==> src/rtl/alu_pkg.sv <==
// -----------------------------------------------------------------------------
// alu_pkg
// Shared definitions for the execute-stage ALU: default operand / shift-amount
// widths, the 5-bit ALU operation codes produced by ALU control, and the state
// encoding of the sequential ALU controller. Also used by ALU control and the
// core controller so that all three agree on the encodings.
// -----------------------------------------------------------------------------
package alu_pkg;

    localparam int ALU_WIDTH = 32;
    localparam int ALU_SHW   = 5;

    localparam logic [4:0] OP_ADD  = 5'b00000;
    localparam logic [4:0] OP_SUB  = 5'b00001;
    localparam logic [4:0] OP_AND  = 5'b00010;
    localparam logic [4:0] OP_OR   = 5'b00011;
    localparam logic [4:0] OP_XOR  = 5'b00110;
    localparam logic [4:0] OP_LUI  = 5'b01000;
    localparam logic [4:0] OP_SRL  = 5'b01010;
    localparam logic [4:0] OP_SRA  = 5'b01011;
    localparam logic [4:0] OP_SLL  = 5'b01101;
    localparam logic [4:0] OP_SLT  = 5'b10110;
    localparam logic [4:0] OP_SLTU = 5'b10111;

    typedef enum logic [0:0] {
        ST_IDLE  = 1'b0,
        ST_SHIFT = 1'b1
    } alu_state_t;

endpackage

==> src/rtl/seq_shifter.sv <==
// -----------------------------------------------------------------------------
// seq_shifter
// Shift engine for seq_alu. The default build is an iterative one-bit-per-cycle
// shifter: the shift register, the remaining-amount counter and the captured
// direction / arithmetic controls live here. With SEQ_ALU_FAST_SHIFT_EN
// defined the body becomes a purely combinational barrel shifter.
//
// Ports:
//   clk, reset  : clock, asynchronous active-high reset
//   load        : capture d/dir/arith/amt and perform the first one-bit step
//   en          : perform one further one-bit step
//   dir         : 1 = shift left, 0 = shift right
//   arith       : right shifts fill with the sign bit
//   d, amt      : operand and shift amount
//   q           : current shift register contents
//   q_next      : value after the step taken this cycle (load or en view)
//   last        : the step taken this cycle is the final one
// -----------------------------------------------------------------------------
module seq_shifter #(
    parameter int WIDTH = 32,
    parameter int SHW   = 5
) (
    input  logic             clk,
    input  logic             reset,
    input  logic             load,
    input  logic             en,
    input  logic             dir,
    input  logic             arith,
    input  logic [WIDTH-1:0] d,
    input  logic [SHW-1:0]   amt,
    output logic [WIDTH-1:0] q,
    output logic [WIDTH-1:0] q_next,
    output logic             last
);

`ifdef SEQ_ALU_FAST_SHIFT_EN

    logic w_unused_ctl;
    assign w_unused_ctl = clk ^ reset ^ load ^ en;

    // Full barrel shift of the operand in one cycle.
    always_comb begin
        q_next = d;
        if (dir) begin
            q_next = d << amt;
        end else if (arith) begin
            q_next = $signed(d) >>> amt;
        end else begin
            q_next = d >> amt;
        end
    end

    assign q    = q_next;
    assign last = 1'b1;

`else

    localparam logic [SHW-1:0] AMT_ONE = {{(SHW-1){1'b0}}, 1'b1};

    logic [WIDTH-1:0] r_q;
    logic [SHW-1:0]   r_cnt;
    logic             r_dir;
    logic             r_arith;

    logic [WIDTH-1:0] w_src;
    logic             w_dir;
    logic             w_arith;

    // On load the step is taken on the incoming operand with the incoming
    // controls, so the first bit is shifted in the accept cycle itself.
    always_comb begin
        if (load) begin
            w_src   = d;
            w_dir   = dir;
            w_arith = arith;
        end else begin
            w_src   = r_q;
            w_dir   = r_dir;
            w_arith = r_arith;
        end
        if (w_dir) begin
            q_next = {w_src[WIDTH-2:0], 1'b0};
        end else begin
            q_next = {(w_arith & w_src[WIDTH-1]), w_src[WIDTH-1:1]};
        end
    end

    // Shift register, remaining-step counter and captured controls.
    always_ff @(posedge clk or posedge reset) begin
        if (reset) begin
            r_q     <= {WIDTH{1'b0}};
            r_cnt   <= {SHW{1'b0}};
            r_dir   <= 1'b0;
            r_arith <= 1'b0;
        end else if (load) begin
            r_q     <= q_next;
            r_cnt   <= amt - AMT_ONE;
            r_dir   <= dir;
            r_arith <= arith;
        end else if (en) begin
            r_q     <= q_next;
            r_cnt   <= r_cnt - AMT_ONE;
        end else begin
            r_q     <= r_q;
            r_cnt   <= r_cnt;
        end
    end

    assign q    = r_q;
    // Counter holds the steps still to do; the step with one left is the last.
    assign last = (r_cnt == AMT_ONE);

`endif

endmodule

==> src/rtl/seq_alu.sv <==
// -----------------------------------------------------------------------------
// seq_alu
// Execute-stage ALU with a start/done handshake. Single-cycle ops complete one
// clock after acceptance; shifts iterate one bit per cycle (busy high while
// iterating) unless SEQ_ALU_FAST_SHIFT_EN is defined, which makes every shift
// complete in one cycle and ties busy low.
//
// Ports:
//   clk, reset : clock, asynchronous active-high reset
//   start      : request, sampled only while busy is low
//   alu_op     : 5-bit operation code
//   a, b       : operands (shift amount is b[SHW-1:0])
//   busy       : a shift is iterating
//   done       : one-cycle pulse, result/zero/illegal valid
//   result     : registered result, held until next completion
//   zero       : result == 0
//   illegal    : last completed op had an unsupported code
// -----------------------------------------------------------------------------
module seq_alu
    import alu_pkg::*;
#(
    parameter int WIDTH = ALU_WIDTH,
    parameter int SHW   = ALU_SHW
) (
    input  logic             clk,
    input  logic             reset,
    input  logic             start,
    input  logic [4:0]       alu_op,
    input  logic [WIDTH-1:0] a,
    input  logic [WIDTH-1:0] b,
    output logic             busy,
    output logic             done,
    output logic [WIDTH-1:0] result,
    output logic             zero,
    output logic             illegal
);

    logic [SHW-1:0]   w_amt;
    logic             w_is_shift;
    logic             w_dir;
    logic             w_arith;
    logic             w_illegal_op;
    logic [WIDTH-1:0] w_alu_res;
    logic [WIDTH-1:0] w_imm_res;

    logic             w_sh_load;
    logic             w_sh_en;
    logic [WIDTH-1:0] w_sh_next;
    logic [WIDTH-1:0] w_sh_q_unused;
    logic             w_sh_last;

    logic             w_load_out;
    logic [WIDTH-1:0] w_out_res;
    logic             w_out_ill;
    logic             w_busy_next;

    logic             r_busy;
    logic             r_done;
    logic [WIDTH-1:0] r_result;
    logic             r_zero;
    logic             r_illegal;

    assign w_amt = b[SHW-1:0];

    // Operation decode and single-cycle datapath; unknown codes land in default.
    always_comb begin
        w_is_shift   = 1'b0;
        w_dir        = 1'b0;
        w_arith      = 1'b0;
        w_illegal_op = 1'b0;
        w_alu_res    = {WIDTH{1'b0}};
        case (alu_op)
            OP_ADD:  w_alu_res = a + b;
            OP_SUB:  w_alu_res = a - b;
            OP_AND:  w_alu_res = a & b;
            OP_OR:   w_alu_res = a | b;
            OP_XOR:  w_alu_res = a ^ b;
            OP_LUI:  w_alu_res = b;
            OP_SRL:  w_is_shift = 1'b1;
            OP_SRA: begin
                w_is_shift = 1'b1;
                w_arith    = 1'b1;
            end
            OP_SLL: begin
                w_is_shift = 1'b1;
                w_dir      = 1'b1;
            end
            OP_SLT:  w_alu_res = {{(WIDTH-1){1'b0}}, ($signed(a) < $signed(b))};
            OP_SLTU: w_alu_res = {{(WIDTH-1){1'b0}}, (a < b)};
            default: w_illegal_op = 1'b1;
        endcase
    end

    // Result available at acceptance: shift amount 0 passes a; otherwise the
    // shifter's first step (amount 1 iterative, full amount in fast build).
    always_comb begin
        if (w_is_shift) begin
            if (w_amt == {SHW{1'b0}}) begin
                w_imm_res = a;
            end else begin
                w_imm_res = w_sh_next;
            end
        end else begin
            w_imm_res = w_alu_res;
        end
    end

    seq_shifter #(
        .WIDTH (WIDTH),
        .SHW   (SHW)
    ) u_shifter (
        .clk    (clk),
        .reset  (reset),
        .load   (w_sh_load),
        .en     (w_sh_en),
        .dir    (w_dir),
        .arith  (w_arith),
        .d      (a),
        .amt    (w_amt),
        .q      (w_sh_q_unused),
        .q_next (w_sh_next),
        .last   (w_sh_last)
    );

`ifdef SEQ_ALU_FAST_SHIFT_EN

    logic w_unused_last;
    assign w_unused_last = w_sh_last;

    // Every accepted op completes in the following cycle.
    always_comb begin
        w_load_out  = start;
        w_out_res   = w_imm_res;
        w_out_ill   = w_illegal_op;
        w_sh_load   = start & w_is_shift;
        w_sh_en     = 1'b0;
        w_busy_next = 1'b0;
    end

`else

    localparam logic [SHW-1:0] AMT_ONE = {{(SHW-1){1'b0}}, 1'b1};

    alu_state_t r_state;
    alu_state_t w_state_next;

    // FSM state register.
    always_ff @(posedge clk or posedge reset) begin
        if (reset) begin
            r_state <= ST_IDLE;
        end else begin
            r_state <= w_state_next;
        end
    end

    // FSM next state and datapath control. The shifter is loaded for every
    // accepted shift so its first step is available immediately; amounts 0
    // and 1 therefore finish without entering SHIFT.
    always_comb begin
        w_state_next = r_state;
        w_load_out   = 1'b0;
        w_out_res    = w_imm_res;
        w_out_ill    = w_illegal_op;
        w_sh_load    = 1'b0;
        w_sh_en      = 1'b0;
        case (r_state)
            ST_IDLE: begin
                if (start) begin
                    w_sh_load = w_is_shift;
                    if (w_is_shift && (w_amt > AMT_ONE)) begin
                        w_state_next = ST_SHIFT;
                    end else begin
                        w_load_out   = 1'b1;
                        w_state_next = ST_IDLE;
                    end
                end else begin
                    w_state_next = ST_IDLE;
                end
            end
            ST_SHIFT: begin
                w_sh_en = 1'b1;
                if (w_sh_last) begin
                    w_load_out   = 1'b1;
                    w_out_res    = w_sh_next;
                    w_out_ill    = 1'b0;
                    w_state_next = ST_IDLE;
                end else begin
                    w_state_next = ST_SHIFT;
                end
            end
            default: w_state_next = ST_IDLE;
        endcase
        w_busy_next = (w_state_next == ST_SHIFT);
    end

`endif

    // Output registers: done pulses on completion, result/zero/illegal held.
    always_ff @(posedge clk or posedge reset) begin
        if (reset) begin
            r_busy    <= 1'b0;
            r_done    <= 1'b0;
            r_result  <= {WIDTH{1'b0}};
            r_zero    <= 1'b0;
            r_illegal <= 1'b0;
        end else begin
            r_busy <= w_busy_next;
            r_done <= w_load_out;
            if (w_load_out) begin
                r_result  <= w_out_res;
                r_zero    <= (w_out_res == {WIDTH{1'b0}});
                r_illegal <= w_out_ill;
            end else begin
                r_result  <= r_result;
                r_zero    <= r_zero;
                r_illegal <= r_illegal;
            end
        end
    end

    assign busy    = r_busy;
    assign done    = r_done;
    assign result  = r_result;
    assign zero    = r_zero;
    assign illegal = r_illegal;

endmodule
==> config.mk <==
export PLATFORM = sky130hd
export DESIGN_NAME = seq_alu
export DESIGN_NICKNAME = d
export VERILOG_FILES = /design/src/rtl/alu_pkg.sv /design/src/rtl/seq_shifter.sv /design/src/rtl/seq_alu.sv
export SDC_FILE = /design/constraint.sdc
export NUM_CORES = 1
export LEC_CHECK = 0
export BUFFER_PORTS_ARGS = -buffer_cell sky130_fd_sc_hd__buf_2
export CAP_MARGIN = 0
export CORE_MARGIN = 5
export CORE_UTILIZATION = 55
export DETAILED_ROUTE_END_ITERATION = 6
export PLACE_DENSITY_LB_ADDON = 0.15
export RECOVER_POWER = 100
export SYNTH_ARGS = -nofsm -noshare
export SYNTH_HDL_FRONTEND = slang
export SYNTH_SLANG_ARGS = --single-unit
==> constraint.sdc <==
create_clock -name clk -period 7 [get_ports clk]
set_input_delay 0.35 -clock clk [delete_from_list [all_inputs] [get_ports clk]]
set_output_delay 0.35 -clock clk [all_outputs]
set_load 0.005 [all_outputs]
Word-level counts from Yosys, hierarchy flattened
Index checks and enable logic that the tools add are counted.
Word-level totals
  register bits after elaboration: 75
  input port bits: 72
  output and inout port bits: 36
  logic and storage cells: 69
Operators by class
  add/sub/neg operators: 4
  $lt $le $gt $ge: 3
  eq/ne operators: 11
  mux-type cells: 30
  bitwise operators: 5
  reduce and logical (&&, ||, !) cells: 7
Operators by type and width (count)
  $mux 32: 8
  $pmux 32 s8: 1
  $lt 32x32->1: 2
  $add 32x32->32: 1
  $and 32x32->32: 1
  $logic_not 32->1: 1
  $or 32x32->32: 1
  $sub 32x32->32: 1
  $xor 32x32->32: 1
  $eq 5x4->1 const B: 4
  $mux 1: 17
  $reduce_or 11->1: 1
  $eq 5x1->1 const B: 2
  $eq 5x2->1 const B: 2
  $eq 5x5->1 const B: 2
  $logic_not 5->1: 2
  $mux 5: 2
  $sub 5x1->5 const B: 2
  $eq 5x3->1 const B: 1
  $gt 5x1->1 const B: 1
  $pmux 1 s2: 2
  $reduce_or 3->1: 1
  $reduce_bool 2->1: 1
  $and 1x1->1: 1
  2 further kinds: 2

Depth between registers and ports, before layout
Gate-level depths: netlist of run 1.
  depth after elaboration: 13
  mapped depth: 15
  depth with buffers taken out: 14

Modules after synthesis
From an unflattened synthesis of run 1, not the netlist that was laid out.
Second synthesis, totals
  cells, all modules: 1411
  area, all modules: 10816.6 um^2
Modules (own cells, without submodules)
  seq_alu: times used 1, cells an instance 1228, area each 8485.6 um^2, seq. area each 900.9 um^2
  seq_shifter: times used 1, cells an instance 183, area each 2331.0 um^2, seq. area each 975.9 um^2

Worst setup path before layout of run 1
Ideal clock, no wire load.
  path kind: input to register
  start point: input port a[0]
  end point: register r_zero, in the netlist zero
  setup time: 0.092 ns
  data arrival time: 3.336 ns
  data required time: 6.908 ns
  setup slack: 3.572 ns
  stages on the path: 14
  path buffers: 0
  cells stage by stage: ha_1 -> inv_1 -> fa_1 -> nand2b_1 -> a2111oi_4 -> o21ai_2 -> o31a_1 -> o21ai_2 -> a211oi_1 -> or4_1 -> a21boi_0 -> and4b_2 -> nand4b_1 -> o31ai_2
Between the ends
  longest elaborated chain between the ends: 7
  elaborated cells between the ends (all ways): 15
  those cells by class: add/sub (2); order compare (2); mux (7); bitwise (3); reduce/logical (1)
Ends and longest elaborated chain
  from (decl): RTL line seq_alu.sv:29  | input logic [WIDTH-1:0] a,
  branches (longest 5 deep; another with $sub 32x32->32)
  $mux 32 *: RTL line seq_alu.sv:166  | case (r_state)
  $logic_not 32->1 *: RTL line seq_alu.sv:211  | r_zero <= (w_out_res == {WIDTH{1'b0}});
  to (signal assigned): RTL line seq_alu.sv:211
  to (signal assigned): RTL line seq_alu.sv:215  | r_zero <= r_zero;
  to (decl): RTL line seq_alu.sv:60  | logic r_zero;
Mark *: on every way between the ends.
A chain may end at the register's enable or synchronous reset.

Worst setup path after layout of run 1
  start point: input port alu_op[0]
  end point: register r_zero, in the netlist zero
Between the ends
  longest elaborated chain between the ends: 13
  elaborated cells between the ends (all ways): 32
  those cells by class: eq/ne (10); mux (17); bitwise (1); reduce/logical (4)
Ends and longest elaborated chain
  from (decl): RTL line seq_alu.sv:28  | input logic [4:0] alu_op,
  $eq 5x4->1: RTL line seq_alu.sv:72  | case (alu_op)
  $reduce_or 3->1 (no source line)
  $mux 1: RTL line seq_alu.sv:72
  $mux 1: RTL line seq_alu.sv:168  | if (start) begin
  $mux 1: RTL line seq_alu.sv:166
  $mux 1 / $mux 32 (equally long branches)
  $and 1x1->1: RTL line seq_shifter.sv:84  | q_next = {(w_arith & w_src[WIDTH-1]), w_src[WIDTH-1:1]};
  $mux 32: RTL line seq_shifter.sv:81  | if (w_dir) begin
  $mux 32: RTL line seq_alu.sv:98  | if (w_amt == {SHW{1'b0}}) begin
  $mux 32: RTL line seq_alu.sv:97  | if (w_is_shift) begin
  $mux 32: RTL line seq_alu.sv:182  | if (w_sh_last) begin
  $mux 32: RTL line seq_alu.sv:166
  $logic_not 32->1: RTL line seq_alu.sv:211
Parallel ways exist; a longest one is shown, timed or not.

==> flow_summary.toml, run 1 <==
[route]
avgViaCountPerCell = 7.05
wl_per_cell_um = 26.3
dr.pass1.iters = 7
vias = 12600
initialDrtViolationCount = 1420
postRouteAntennaNets = 0
postRouteWirelength_mm = 46.8
drc = 4

[critical_path]
cp_slowest_cell = "and3b_1"
cp-start-kind = "primary input"
critPathMaxFanout = 24
rr_endpoint = "zero$_DFFE_PP0P_"
path_class = "primary input to register"
cpPeakStageDelay_ps = 1040
crit_chain = "clkbuf_1 > and3b_1 > nand2_1 > and2_0 > o21ai_0 > mux2i_1 > a221oi_1 > and4_1 > and4b_2 > nand4b_1 > o31ai_2"
end_kind = "register"
cp.arrival_ps = 5830
worstPathRequired_ps = 7250
rrSetupSlack_ps = 2690
reg2reg_depth = 12
r2r_start = "busy$_DFF_PP0_"

[synthesis]
synth_top_family_by_area = "compound AO/OA/AOI/OAI gates"
yosys.area_share.simple = 0.194
synth_edf_count = 0
synth_xor_xnor_area_share = 0.00713
muxShareOfSynthArea = 0.0591
seq_area_frac_synth = 0.170
synth_top_cell_area_share = 0.170
synthArstFlopShare = 1.00
ys.warnings.count = 0
syn_area_per_cell_um2 = 7.51
synth-main-ff-cell = "dfrtp_1"
synth.distinct_cells = 107
netlist_instances = 1471
synth_top_area_cell = "dfrtp_1"
ys_top_cells_by_area = "dfrtp_1 17%, ha_1 13%, a21oi_1 6.8%, nand2_1 5.1%, o21ai_0 4.4%"
synth_compound_area_frac = 0.350
synthAdderAreaFrac = 0.137
synth_seq_cells = 75
yosysMostFrequentCell = "a21oi_1"
netlist_area_um2 = 11100
synth_common_cells = "151 x a21oi_1, 149 x nand2_1, 118 x ha_1"
syn_nets = 1663

[die]
die-area_um2 = 23000
die_w_um = 152
placementRows = 51
core_um2 = 19700
pin_count = 108
die_h_um = 152
start_util = 0.562

[sta]
final-max-slew-violation-count = 124
worst_slew_pin_slew_ps = 4130
finalHoldViolCount = 0
skew_ps = 6.16
relSlewSlack = -1.75
tns_ps = 0
finalCriticalPeriod_ps = 5590
max_freq_mhz = 179
period_share = 0.798
rsz0062_at_grt = "no"
setup_viol = 0

[clocking]
cts.sinks = 75
root_buffer = "clkbuf_16"
clock_path_buffers = 2
clk_pin_slew_ps = 60
cts_tree = "built"
cts_made_buffers = 9
insertion_delay_ps = 330
htree_levels = 3
hold_buffers = 0
ctsResizeCount = 0
post_cts_buffers = 0

[global_route]
grt-ovfl-total = 0
grt_pass1_wl_mm = 70.6
grt_max_degree = 76
grt_pass1_vias = 12200
gr-usage-all-layers = 0.400
antenna_found_initial = 0

[power_and_ir_drop]
power_mw = 2.65
powerDensity_nw_per_um2 = 223
max-vdd-ir-drop_mv = 0.189
leakage_nw = 5.13

[place]
dp_cells = 1767
place.gp.congestion = 1.05
portBuffers = 107
hpwl_mm = 35.6

[layout]
finalNonFillerCells = 1783
nets = 1705
syn_to_final_growth_pct = 7.57
drive_above_1_share = 0.126

[min_path]
hold_start = "start"
min_path_type = "primary input to register"
hold_depth = 3
hold_end = "busy$_DFF_PP0_"

[status]
violations = "design-rule violations, max-capacitance violations, max-slew violations"
status = "complete, but fails checks"

[flow_run]
cap_violations = 2
==> worst max-delay path, delay by kind of cell <==
kind | cells | cell delay, ps
AOI/OAI and AO/OA | 3 | 1400
buffers and inverters | 1 | 950
muxes | 1 | 200
and+or+nand+nor | 6 | 2900
==> report_power, final <==
part | switching, mW | internal, mW
registers | 0.133 | 0.614
logic | 0.890 | 0.515
clock network | 0.174 | 0.320
==> per-layer routing <==
metal	part of all wire	wire [um]	track usage	up-vias
li1	-	-	-	5570
met1	0.37	17400	0.497	5885
met2	0.44	20500	0.632	888
met3	0.11	5160	0.0800	232
met4	0.081	3810	0.258	0
met5	0	0	0	-
==> cell type report <==
class / count / area, um^2
sequential: 75 / 1880
timing repair buffer: 127 / 642
tap: 265 / 332
inverter: 104 / 405
fill: 1912 / 7760
clock buffer: 11 / 243
antenna: 1 / 2.50
multi-input combinational: 1196 / 8310
clock inverter: 4 / 75.1
==> flip-flops by register name, indices dropped and copies added, names as in the netlist <==
signal and cells:
u_shifter.r_cnt 5, result 32, illegal 1, u_shifter.r_arith 1, zero 1, u_shifter.r_dir 1, u_shifter.q 32, busy 1
done 1
==> how the worst max path moves through the flow <==
stage / startpoint / end / slack, ps / cells past startpoint
floorplan: a[0] / zero$_DFFE_PP0P_ / 3570 / 14
global placement: alu_op[0] / zero$_DFFE_PP0P_ / 2190 / 11
detailed placement: alu_op[0] / zero$_DFFE_PP0P_ / 2160 / 11
CTS: alu_op[0] / zero$_DFFE_PP0P_ / 2480 / 11
global route: alu_op[0] / zero$_DFFE_PP0P_ / 1200 / 13
finish: alu_op[0] / zero$_DFFE_PP0P_ / 1410 / 11
==> logic make-up (layout without fill, tap and decap cells) <==
logic type                 after synthesis  count (layout)
DFF                                     75              75
and+or+nand+nor                        439             439
xor gates and xnor gates                 9               9
adders and majority gates              120             120
buffers and inverters                  200             246
muxes                                   62              62
other                                    0               1
AOI/OAI and AO/OA                      566             566
==> stage by stage <==
step	instance area, um^2	utilization	hold slack (ps)	setup slack [ps]
3_3_place_gp	11600	0.591	447	2190
3_5_place_dp	11600	0.591	454	2160
2_1_floorplan	11100	-	459	3570
5_1_grt	11900	0.605	421	1200
6_report	11900	0.605	406	1410
4_1_cts	11900	0.608	349	2480
==> placed cells by master (no fill, tap or decap), types with 36 or more instances in the layout <==
cell,count
inv_1,96
ha_1,118
mux2i_1,36
dfrtp_1,75
nand2_1,149
buf_2,78
a21oi_1,150
nor2_1,100
o21ai_0,102
No activity file was read; power rests on OpenSTA's default activity.
==> inputs of run 2 (changes only) <==
--- a/config.mk
+++ b/config.mk
@@ -5,6 +5,7 @@
 export SDC_FILE = /design/constraint.sdc
 export NUM_CORES = 1
 export LEC_CHECK = 0
+export ABC_AREA = 1
 export BUFFER_PORTS_ARGS = -buffer_cell sky130_fd_sc_hd__buf_2
 export CAP_MARGIN = 0
 export CORE_MARGIN = 5
==> constraint.sdc (replaced) <==
create_clock -name clk -period 4.6 [get_ports clk]
set_input_delay 0.23 -clock clk [delete_from_list [all_inputs] [get_ports clk]]
set_output_delay 0.23 -clock clk [all_outputs]
set_load 0.005 [all_outputs]
==> flow_summary.toml, run 2 <==
[status]
status = "finished clean"

[route]
postRouteAntennaNets = 0
avgViaCountPerCell = 5.76
drc = 0
vias = 13800
wl_per_cell_um = 18.7
postRouteWirelength_mm = 44.8
dr.pass1.iters = 6
initialDrtViolationCount = 1587

[power_and_ir_drop]
powerDensity_nw_per_um2 = 310
p_int_mw = 1.96
power_mw = 3.82
clkPwrFrac = 0.166
comb_power_share = 0.544
max-vdd-ir-drop_mv = 0.234
p_sw_mw = 1.86
pwr-share-seq = 0.289
leakage_nw = 7.17
swShare = 0.486

[clocking]
cts.sinks = 75
insertion_delay_ps = 330
clk_pin_slew_ps = 60
post_cts_buffers = 0
htree_levels = 3
clock_path_buffers = 2
cts_tree = "built"
cts_made_buffers = 9
ctsResizeCount = 0
hold_buffers = 1
root_buffer = "clkbuf_16"

[sta]
final-max-slew-violation-count = 0
finalHoldViolCount = 0
worst_slew_pin_slew_ps = 1370
rsz0062_at_grt = "no"
finalCriticalPeriod_ps = 3770
max_freq_mhz = 265
setup_viol = 0
relSlewSlack = 0.0806
skew_ps = 4.19
period_share = 0.819
tns_ps = 0

[die]
pin_count = 108
core_um2 = 20400
die_h_um = 155
placementRows = 52
start_util = 0.563
die-area_um2 = 23900
die_w_um = 155

[layout]
mostFrequentLayoutCells = "681 x nand2_1, 330 x inv_1, 188 x nand3_1"
syn_to_final_growth_pct = 7.25
layout_commonest_cell = "nand2_1"
drive_above_1_share = 0.0614
finalInstanceArea_um2 = 12300
nets = 2306
final_core_util = 0.604

[critical_path]
cp-start-kind = "register"
end_kind = "register"
cp.arrival_ps = 4040
path_class = "register to register"
worstPathRequired_ps = 4870
critPathMaxFanout = 54

[synthesis]
ys.warnings.count = 0
netlist_area_um2 = 11500
synth_seq_cells = 75
synth.distinct_cells = 43
synth-main-ff-cell = "dfrtp_1"
syn_nets = 2245
ys_top_cells_by_area = "nand2_1 22%, dfrtp_1 16%, ha_1 13%, inv_1 11%, nand3_1 8.2%"
seq_area_frac_synth = 0.163
yosysMostFrequentCell = "nand2_1"
netlist_instances = 2053
synth_common_cells = "677 x nand2_1, 331 x inv_1, 189 x nand3_1"
synthArstFlopShare = 1.00
syn_area_per_cell_um2 = 5.60
synth_top_cell_area_share = 0.221
synth_top_area_cell = "nand2_1"
synth_edf_count = 0

[place]
place_area_um2 = 12100
place.gp.congestion = 1.05
hpwl_mm = 35.7
portBuffers = 107

[global_route]
antenna_found_initial = 1
grt_pass1_wl_mm = 69.4
gr-usage-all-layers = 0.367
grt_max_degree = 59
grt_pass1_vias = 12800
grt-ovfl-total = 0

[flow_run]
cap_violations = 0

[min_path]
min_path_type = "primary input to register"
run 2: changes by cell type after synthesis, sizes merged, moves of 52 or more:
cell,previous run,this run
nor2,102,184
nand3,36,189
a21oi,152,85
nand2,149,686
o21ai,107,159
inv,103,333
run 2: logic make-up after synthesis:
logic type | count (synthesis) | share of synthesized area
flops | 75 | 0.163
buf+inv | 405 | 0.140
xor+xnor | 3 | 0.00229
compound gates | 329 | 0.160
fa+ha+maj | 120 | 0.132
simple gates | 1121 | 0.403
run 2: cell type report:
| type | instances | area [um^2] |
|---|---|---|
| fillers | 2155 | 8100 |
| multi-input cells | 1573 | 7990 |
| flip-flops and latches | 75 | 1880 |
| inverters | 334 | 1250 |
| repair buffers | 121 | 608 |
| well taps | 270 | 338 |
| clock buffers | 9 | 225 |
| clock inverters | 5 | 32.5 |
| diodes | 1 | 2.50 |
run 2: per-stage QoR:
stage                     worst slack [ps]  cells  hold slack, ps
after detailed placement              1260   2372             283
after global routing                   496   2388             229
after CTS                             1210   2387             224
after global placement                1310   2372             281
after floorplan                       2370   2053             380
final                                  833   2388             234
run 2: worst max-delay path, cell delays in order (launching register included):
cell and delay [ps]:
dfrtp_1 450, nor2_2 730, nand2_1 440, buf_4 450, nand2_1 220, o21ai_0 240, nand2_1 180, nand3_1 110
nand3_1 110, nand2_1 80, nand2_1 140, nand3_1 90, nor2_1 90, nand3_1 120, nor2_1 110, nand3_1 80
nand2_1 60
run 2: metal layers:
metal,GRT usage,vias up,wire length [um]
met2,0.572,731,19400
met3,0.0550,161,4050
met4,0.239,0,3590
li1,-,6657,-
met5,0,-,0
met1,0.472,6206,17700
run 2: worst paths after layout:
kind / from / to / slack, ps / cells after the start
worst min register to register: result[15]$_DFFE_PP0P_ / result[15]$_DFFE_PP0P_ / 480 / 2
max in group asynchronous: reset / u_shifter.q[21]$_DFFE_PP0P_ / 2100 / 4
worst max register to register: busy$_DFF_PP0_ / zero$_DFFE_PP0P_ / 830 / 16
worst max-delay path: busy$_DFF_PP0_ / zero$_DFFE_PP0P_ / 830 / 16
worst min-delay path: b[0] / u_shifter.r_cnt[0]$_DFFE_PP0P_ / 230 / 2
min in group asynchronous: reset / result[3]$_DFFE_PP0P_ / 740 / 3
run 2: power groups by stage:
stage,clock (mW),sequential [mW],combinational (mW)
floorplan,0,1.10,1.40
global placement,0,1.10,2.04
detailed placement,0,1.11,2.07
CTS,0.635,1.10,2.08
global route,0.677,1.14,2.35
finish,0.634,1.11,2.08
